## config.mk

```make
export PLATFORM = sky130hd
export DESIGN_NAME = u_class_queue
export DESIGN_NICKNAME = d
export VERILOG_FILES = /design/src/rtl/U.sv /design/src/rtl/uq_pkg.sv /design/src/rtl/u_class_dec.sv /design/src/rtl/u_class_queue.sv
export SDC_FILE = /design/constraint.sdc
export NUM_CORES = 1
export LEC_CHECK = 0
export ABC_AREA = 1
export CELL_PAD_IN_SITES_DETAIL_PLACEMENT = 1
export CELL_PAD_IN_SITES_GLOBAL_PLACEMENT = 1
export CORE_MARGIN = 5
export CORE_UTILIZATION = 50
export CTS_CLUSTER_DIAMETER = 60
export DETAILED_ROUTE_END_ITERATION = 8
export DONT_BUFFER_PORTS = 1
export GPL_ROUTABILITY_DRIVEN = 0
export PLACE_DENSITY_LB_ADDON = 0.1
export SYNTH_ARGS = -nofsm -noshare
export SYNTH_HDL_FRONTEND = slang
export SYNTH_SLANG_ARGS = --single-unit
```

## constraint.sdc

```tcl
create_clock -name clk -period 3.02 [get_ports clk]
set_clock_uncertainty 0.05 [all_clocks]
set_input_delay 0.302 -clock clk [delete_from_list [all_inputs] [get_ports clk]]
set_output_delay 0.302 -clock clk [all_outputs]
set_load 0.02 [all_outputs]
```

## src/rtl/U.sv

```systemverilog
// Word type and wildcard classification patterns for the U opcode space.
// Patterns are zero-extended to 8 bits, so any word with a nonzero upper nibble is illegal.
package U;

  typedef logic [7:0] u_t;

  localparam u_t AAA = 8'b0000_0?00;
  localparam u_t BBB = 8'b0000_0?01;
  localparam u_t CCC = 8'b0000_1??1;
  localparam u_t DDD = 8'b0000_1??0;
  localparam u_t EEE = 8'b0000_0?1?;

endpackage

```

## src/rtl/uq_pkg.sv

```systemverilog
// Shared class encoding and FIFO entry layout for the U classification queue.
package uq_pkg;

  typedef logic [3:0] cls_t;

  localparam cls_t CLS_ILLEGAL = 4'd0;
  localparam cls_t CLS_AAA     = 4'd1;
  localparam cls_t CLS_BBB     = 4'd2;
  localparam cls_t CLS_CCC     = 4'd3;
  localparam cls_t CLS_DDD     = 4'd4;
  localparam cls_t CLS_EEE     = 4'd5;
  localparam int   NCLS        = 6;

  typedef struct packed {
    U::u_t u;
    cls_t  cls;
  } entry_t;

endpackage

```

## src/rtl/u_class_dec.sv

```systemverilog
// Combinational classifier: maps a U word onto its pattern class, or CLS_ILLEGAL.
module u_class_dec
  import uq_pkg::*;
(
  input  U::u_t u_i,
  output cls_t  cls_o,
  output logic  legal_o
);

  // The U patterns are mutually exclusive, so at most one arm can ever match.
  always_comb begin
    cls_o = CLS_ILLEGAL;
    unique casez (u_i)
      U::AAA:  cls_o = CLS_AAA;
      U::BBB:  cls_o = CLS_BBB;
      U::CCC:  cls_o = CLS_CCC;
      U::DDD:  cls_o = CLS_DDD;
      U::EEE:  cls_o = CLS_EEE;
      default: cls_o = CLS_ILLEGAL;
    endcase
  end

  assign legal_o = (cls_o != CLS_ILLEGAL);

endmodule

```

## src/rtl/u_class_queue.sv

```systemverilog
// Classifies incoming U words, buffers {word, class} in a small FIFO and keeps
// per-class occurrence counters plus a one-cycle illegal-word pulse.
module u_class_queue
  import uq_pkg::*;
#(
  parameter int DEPTH = 4,
  parameter int CW    = 8
) (
  input  logic                       clk,
  input  logic                       reset,
  input  logic                       in_valid,
  input  U::u_t                      in_u,
  output logic                       in_ready,
  output logic                       out_valid,
  output U::u_t                      out_u,
  output cls_t                       out_cls,
  input  logic                       out_ready,
  output logic [$clog2(DEPTH):0]     occ,
  output logic                       err_illegal,
  input  logic                       clr_cnt,
  output logic [NCLS-1:0][CW-1:0]    cnt
);

  localparam int PW = $clog2(DEPTH);
  localparam int OW = PW + 1;
  localparam logic [OW-1:0] FULL = OW'(DEPTH);

  entry_t                   mem_q [DEPTH];
  logic [PW-1:0]            wr_ptr_q, wr_ptr_d;
  logic [PW-1:0]            rd_ptr_q, rd_ptr_d;
  logic [OW-1:0]            occ_q, occ_d;
  logic [NCLS-1:0][CW-1:0]  cnt_q, cnt_d;
  logic                     err_q, err_d;
  cls_t                     dec_cls;
  logic                     dec_legal;
  logic                     accept, pop;

  u_class_dec u_dec (
    .u_i     (in_u),
    .cls_o   (dec_cls),
    .legal_o (dec_legal)
  );

  // Ready/valid come from occupancy alone, so there is no path from out_ready to in_ready.
  assign in_ready  = (occ_q != FULL);
  assign out_valid = (occ_q != '0);
  assign accept    = in_valid && in_ready;
  assign pop       = out_valid && out_ready;

  always_comb begin
    wr_ptr_d = wr_ptr_q;
    rd_ptr_d = rd_ptr_q;
    occ_d    = occ_q;
    cnt_d    = cnt_q;
    err_d    = accept && !dec_legal;
    if (accept) wr_ptr_d = wr_ptr_q + PW'(1);
    if (pop)    rd_ptr_d = rd_ptr_q + PW'(1);
    if (accept && !pop)      occ_d = occ_q + OW'(1);
    else if (!accept && pop) occ_d = occ_q - OW'(1);
    else                     occ_d = occ_q;
    // A clear wins over a same-cycle increment.
    if (clr_cnt) begin
      cnt_d = '0;
    end else if (accept) begin
      for (int c = 0; c < NCLS; c++) begin
        if (dec_cls == cls_t'(c)) cnt_d[c] = cnt_q[c] + CW'(1);
      end
    end else begin
      cnt_d = cnt_q;
    end
  end

  always_ff @(posedge clk) begin
    if (reset) begin
      wr_ptr_q <= '0;
      rd_ptr_q <= '0;
      occ_q    <= '0;
      cnt_q    <= '0;
      err_q    <= 1'b0;
      for (int i = 0; i < DEPTH; i++) mem_q[i] <= '0;
    end else begin
      wr_ptr_q <= wr_ptr_d;
      rd_ptr_q <= rd_ptr_d;
      occ_q    <= occ_d;
      cnt_q    <= cnt_d;
      err_q    <= err_d;
      if (accept) mem_q[wr_ptr_q] <= '{u: in_u, cls: dec_cls};
    end
  end

  assign out_u       = mem_q[rd_ptr_q].u;
  assign out_cls     = mem_q[rd_ptr_q].cls;
  assign occ         = occ_q;
  assign cnt         = cnt_q;
  assign err_illegal = err_q;

endmodule

```

==> impl_results.md <==
* DR pass1 iterations at 4
* Final period utilization at 81.4%
* Area Overhead vs Synth at 7.33%
* HPWL after DPL at 9540 um
* Via count of the first global-routing pass at 4348
* Async set-reset flop share out of synthesis at 0%
* Cell area after layout at 5370 um^2
* Worst path top cell family by delay: compound AO/OA/AOI/OAI gates
* Worst hold path type: input port to flop
* Slowest cell on crit path: o22ai_1
* Port bufs at 0
* Slew @ Worst Pin at 0.622 ns
* VDD IR max at 0.000308 V
* ANT cells at 0
* Top cells by count, synth: nand2_1, nor2_1, inv_1, dfxtp_1, a21oi_1
* Setup TNS at 0 ns
* Multi-input logic area at 2200 um^2
* Mapped Cells at 654
* Synth cell types at 33
* Worst setup SP type: flop
* Most numerous cell in the Yosys netlist: nand2_1
* Critical path fanouts, max at 23
* Initial Util at 51.2%
* Combinational share of power at 20.9%
* #FFs+latches synth at 102
* Post-synth design cell area at 5000 um^2
* Fmax at 407 MHz
* Syn Area/Cell at 7.65 um^2
* Post-synth EDFFs at 44
* Clock tree sinks at 102
* CP bufs+invs at 2
* Register area at 2480 um^2
* Critical path arrival at 2.11 ns
* Clock-pin slew on the worst setup and hold paths at 0.09 ns
* CP cell instances: buf_4, inv_1, o21ai_0, o22ai_1
* Delay of the slowest critical-path stage at 0.52 ns
* Post-route ant nets at 0
* WL/cell at 16.3 um
* Synth area leader: edfxtp_1
* Die ar. at 12100 um^2
* TritonCTS clock tree: done
* CTS buffer count at 9
* Clk_lat worst skew at 0.37 ns
* H-Tree Level Count at 3
* Fin. max-slew vios at 0
* Synth top area cells: edfxtp_1, dfxtp_1, nand2_1, nor2_1, a21oi_1
* Post-CTS Setup Bufs at 0
* Placed instance area at 5130 um^2
* Vias at 4187
* Predominant post-synthesis flop cell: dfxtp_1
* Core area at 9770 um^2
* Reg2Reg Setup Slack at 0.67 ns
* Largest net degree at the start of global routing at 24
* I/O pin cnt at 79
* Synth top area share at 26.4%
* CP Capture Type: primary output
* LEAKAGE at 0.00201 uW
* Setup CP Type: flop to primary output
* Starting DRT DRC Count at 231
* Final setup viols at 0
* Seq/Total Area, Yosys at 49.6%
* Final hold vios at 0
* GRT Resource Usage Total at 22.6%
* Max_slew headroom at 59.1%
* Fraction of layout cells with a size suffix above 1 at 7.70%
* Die extent in x at 110 um
* Global-route wire length before repair at 21200 um
* Pwr/cell area at 612 nW/um^2
* Routed WL at 13000 um
* DRC errors left at 0
* Yosys warning count at 0
* Sequential Power Share at 49.9%
* Clock share of power at 29.3%
* Psw at 1100 uW
* # rows at 36
* # nets final at 678
* Clock root cell: clkbuf_8
* Initial antenna violation count at 0
* Total gr overflow at 0
* Unrepaired setup endpoints after global routing: no
* Synth Net Count at 675
* DR vias/cell at 5.27
* Die height at 110 um
* CTS max path bufs at 2
* Min Tclk post-route at 2.46 ns
* Pint at 2190 uW
* Sw Share at 33.5%
* Filler cell count at 1235
* Max cap viols at 0
* Status: completed
* Worst path required time at 2.67 ns
==> cells by family (layout without fill, tap and decap cells) <==
family	after synthesis	in the layout	synth area share (%)
buf+inv	80	88	6.50
flops	102	102	49.6
fa+ha+maj	8	8	2.15
xor+xnor	8	8	1.40
other cells	1	1	0.0749
compound gates	101	101	10.7
simple gates	354	354	29.6
==> cell type report <==
| class | count | share of cell area (%) |
|---|---|---|
| Timing Repair Buffer | 7 | 1.03 |
| Tap cell | 133 | 3.10 |
| Clock buffer | 12 | 3.29 |
| Inverter | 65 | 4.54 |
| Sequential cell | 102 | 46.2 |
| Clock inverter | 4 | 0.932 |
| Multi-Input combinational cell | 472 | 40.9 |
==> per-layer routing <==
metal | part of all wire, % | up-vias | GRT usage [%]
met5 | 0 | - | 0
met4 | 1.4 | 0 | 6.95
met3 | 5.0 | 12 | 6.12
met2 | 51 | 69 | 40.3
met1 | 43 | 1994 | 26.4
li1 | - | 2112 | -
==> timing repair <==
action,in CTS,in global routing
endpoints found under the hold margin,2,0
resized for setup,0,0
hold buffers,1,0
==> worst reg2reg max path: stages (launching register included) <==
cell     delay, ns
dfxtp_1       0.44
nor2_2        0.24
nand2_1       0.22
nand2_1       0.20
ha_1          0.17
inv_1         0.07
fa_1          0.39
a21oi_1       0.15
o21ai_0       0.13
nor2_1        0.13
nor2_1        0.06
==> cell usage in the layout (no fill, tap or decap), types with 2 or more instances in the layout <==
master / netlist / layout
nand2_1: 180 / 180
nor2_1: 114 / 114
inv_1: 60 / 60
dfxtp_1: 58 / 58
a21oi_1: 48 / 48
edfxtp_1: 44 / 44
o21ai_0: 35 / 35
nand3_1: 29 / 29
o22ai_1: 11 / 11
clkbuf_8: 0 / 11
nand2_2: 8 / 8
nor2_2: 7 / 7
ha_1: 7 / 7
nor2_4: 6 / 6
xor2_1: 6 / 6
buf_4: 2 / 6
nor3_1: 5 / 5
inv_2: 4 / 4
o21ai_1: 3 / 3
nand3_2: 2 / 2
clkinv_1: 1 / 2
xnor2_1: 2 / 2
==> stage by stage <==
stage          util, %  power, uW  worst slack (ns)  instances  hold WS [ns]
2_1_floorplan        -       2190             0.719        654         0.324
3_3_place_gp      52.5       2300             0.889        778         0.325
3_5_place_dp      52.5       2360             0.650        778         0.328
4_1_cts           54.9       3320             0.541        795        0.0779
5_1_grt           54.9       3440             0.462        795         0.102
6_report          54.9       3290             0.563        795        0.0975
==> path summary, 6_finish.rpt <==
kind,start,end,cells after the start
hold / removal,in_u[6],mem_q[3][9],2
setup reg to reg,occ[0],occ[2],10
hold reg to reg,rd_ptr_q[1],rd_ptr_q[1],2
setup / recovery,flop,out_u[0],4
==> power groups by stage <==
| stage | sequential (uW) | clock, uW | combinational [uW] |
|---|---|---|---|
| 2_1_floorplan | 1650 | 0 | 543 |
| 3_3_place_gp | 1670 | 0 | 639 |
| 3_5_place_dp | 1670 | 0 | 687 |
| 4_1_cts | 1640 | 983 | 695 |
| 5_1_grt | 1650 | 1040 | 754 |
| 6_report | 1640 | 962 | 686 |
==> state kept, by name (all words and copies together) (netlist names), named ones only <==
name         flops
err_illegal      1
cnt             48
mem_q           44
rd_ptr_q         2
occ              3
wr_ptr_q         2
(Power assumes the default switching activity.)
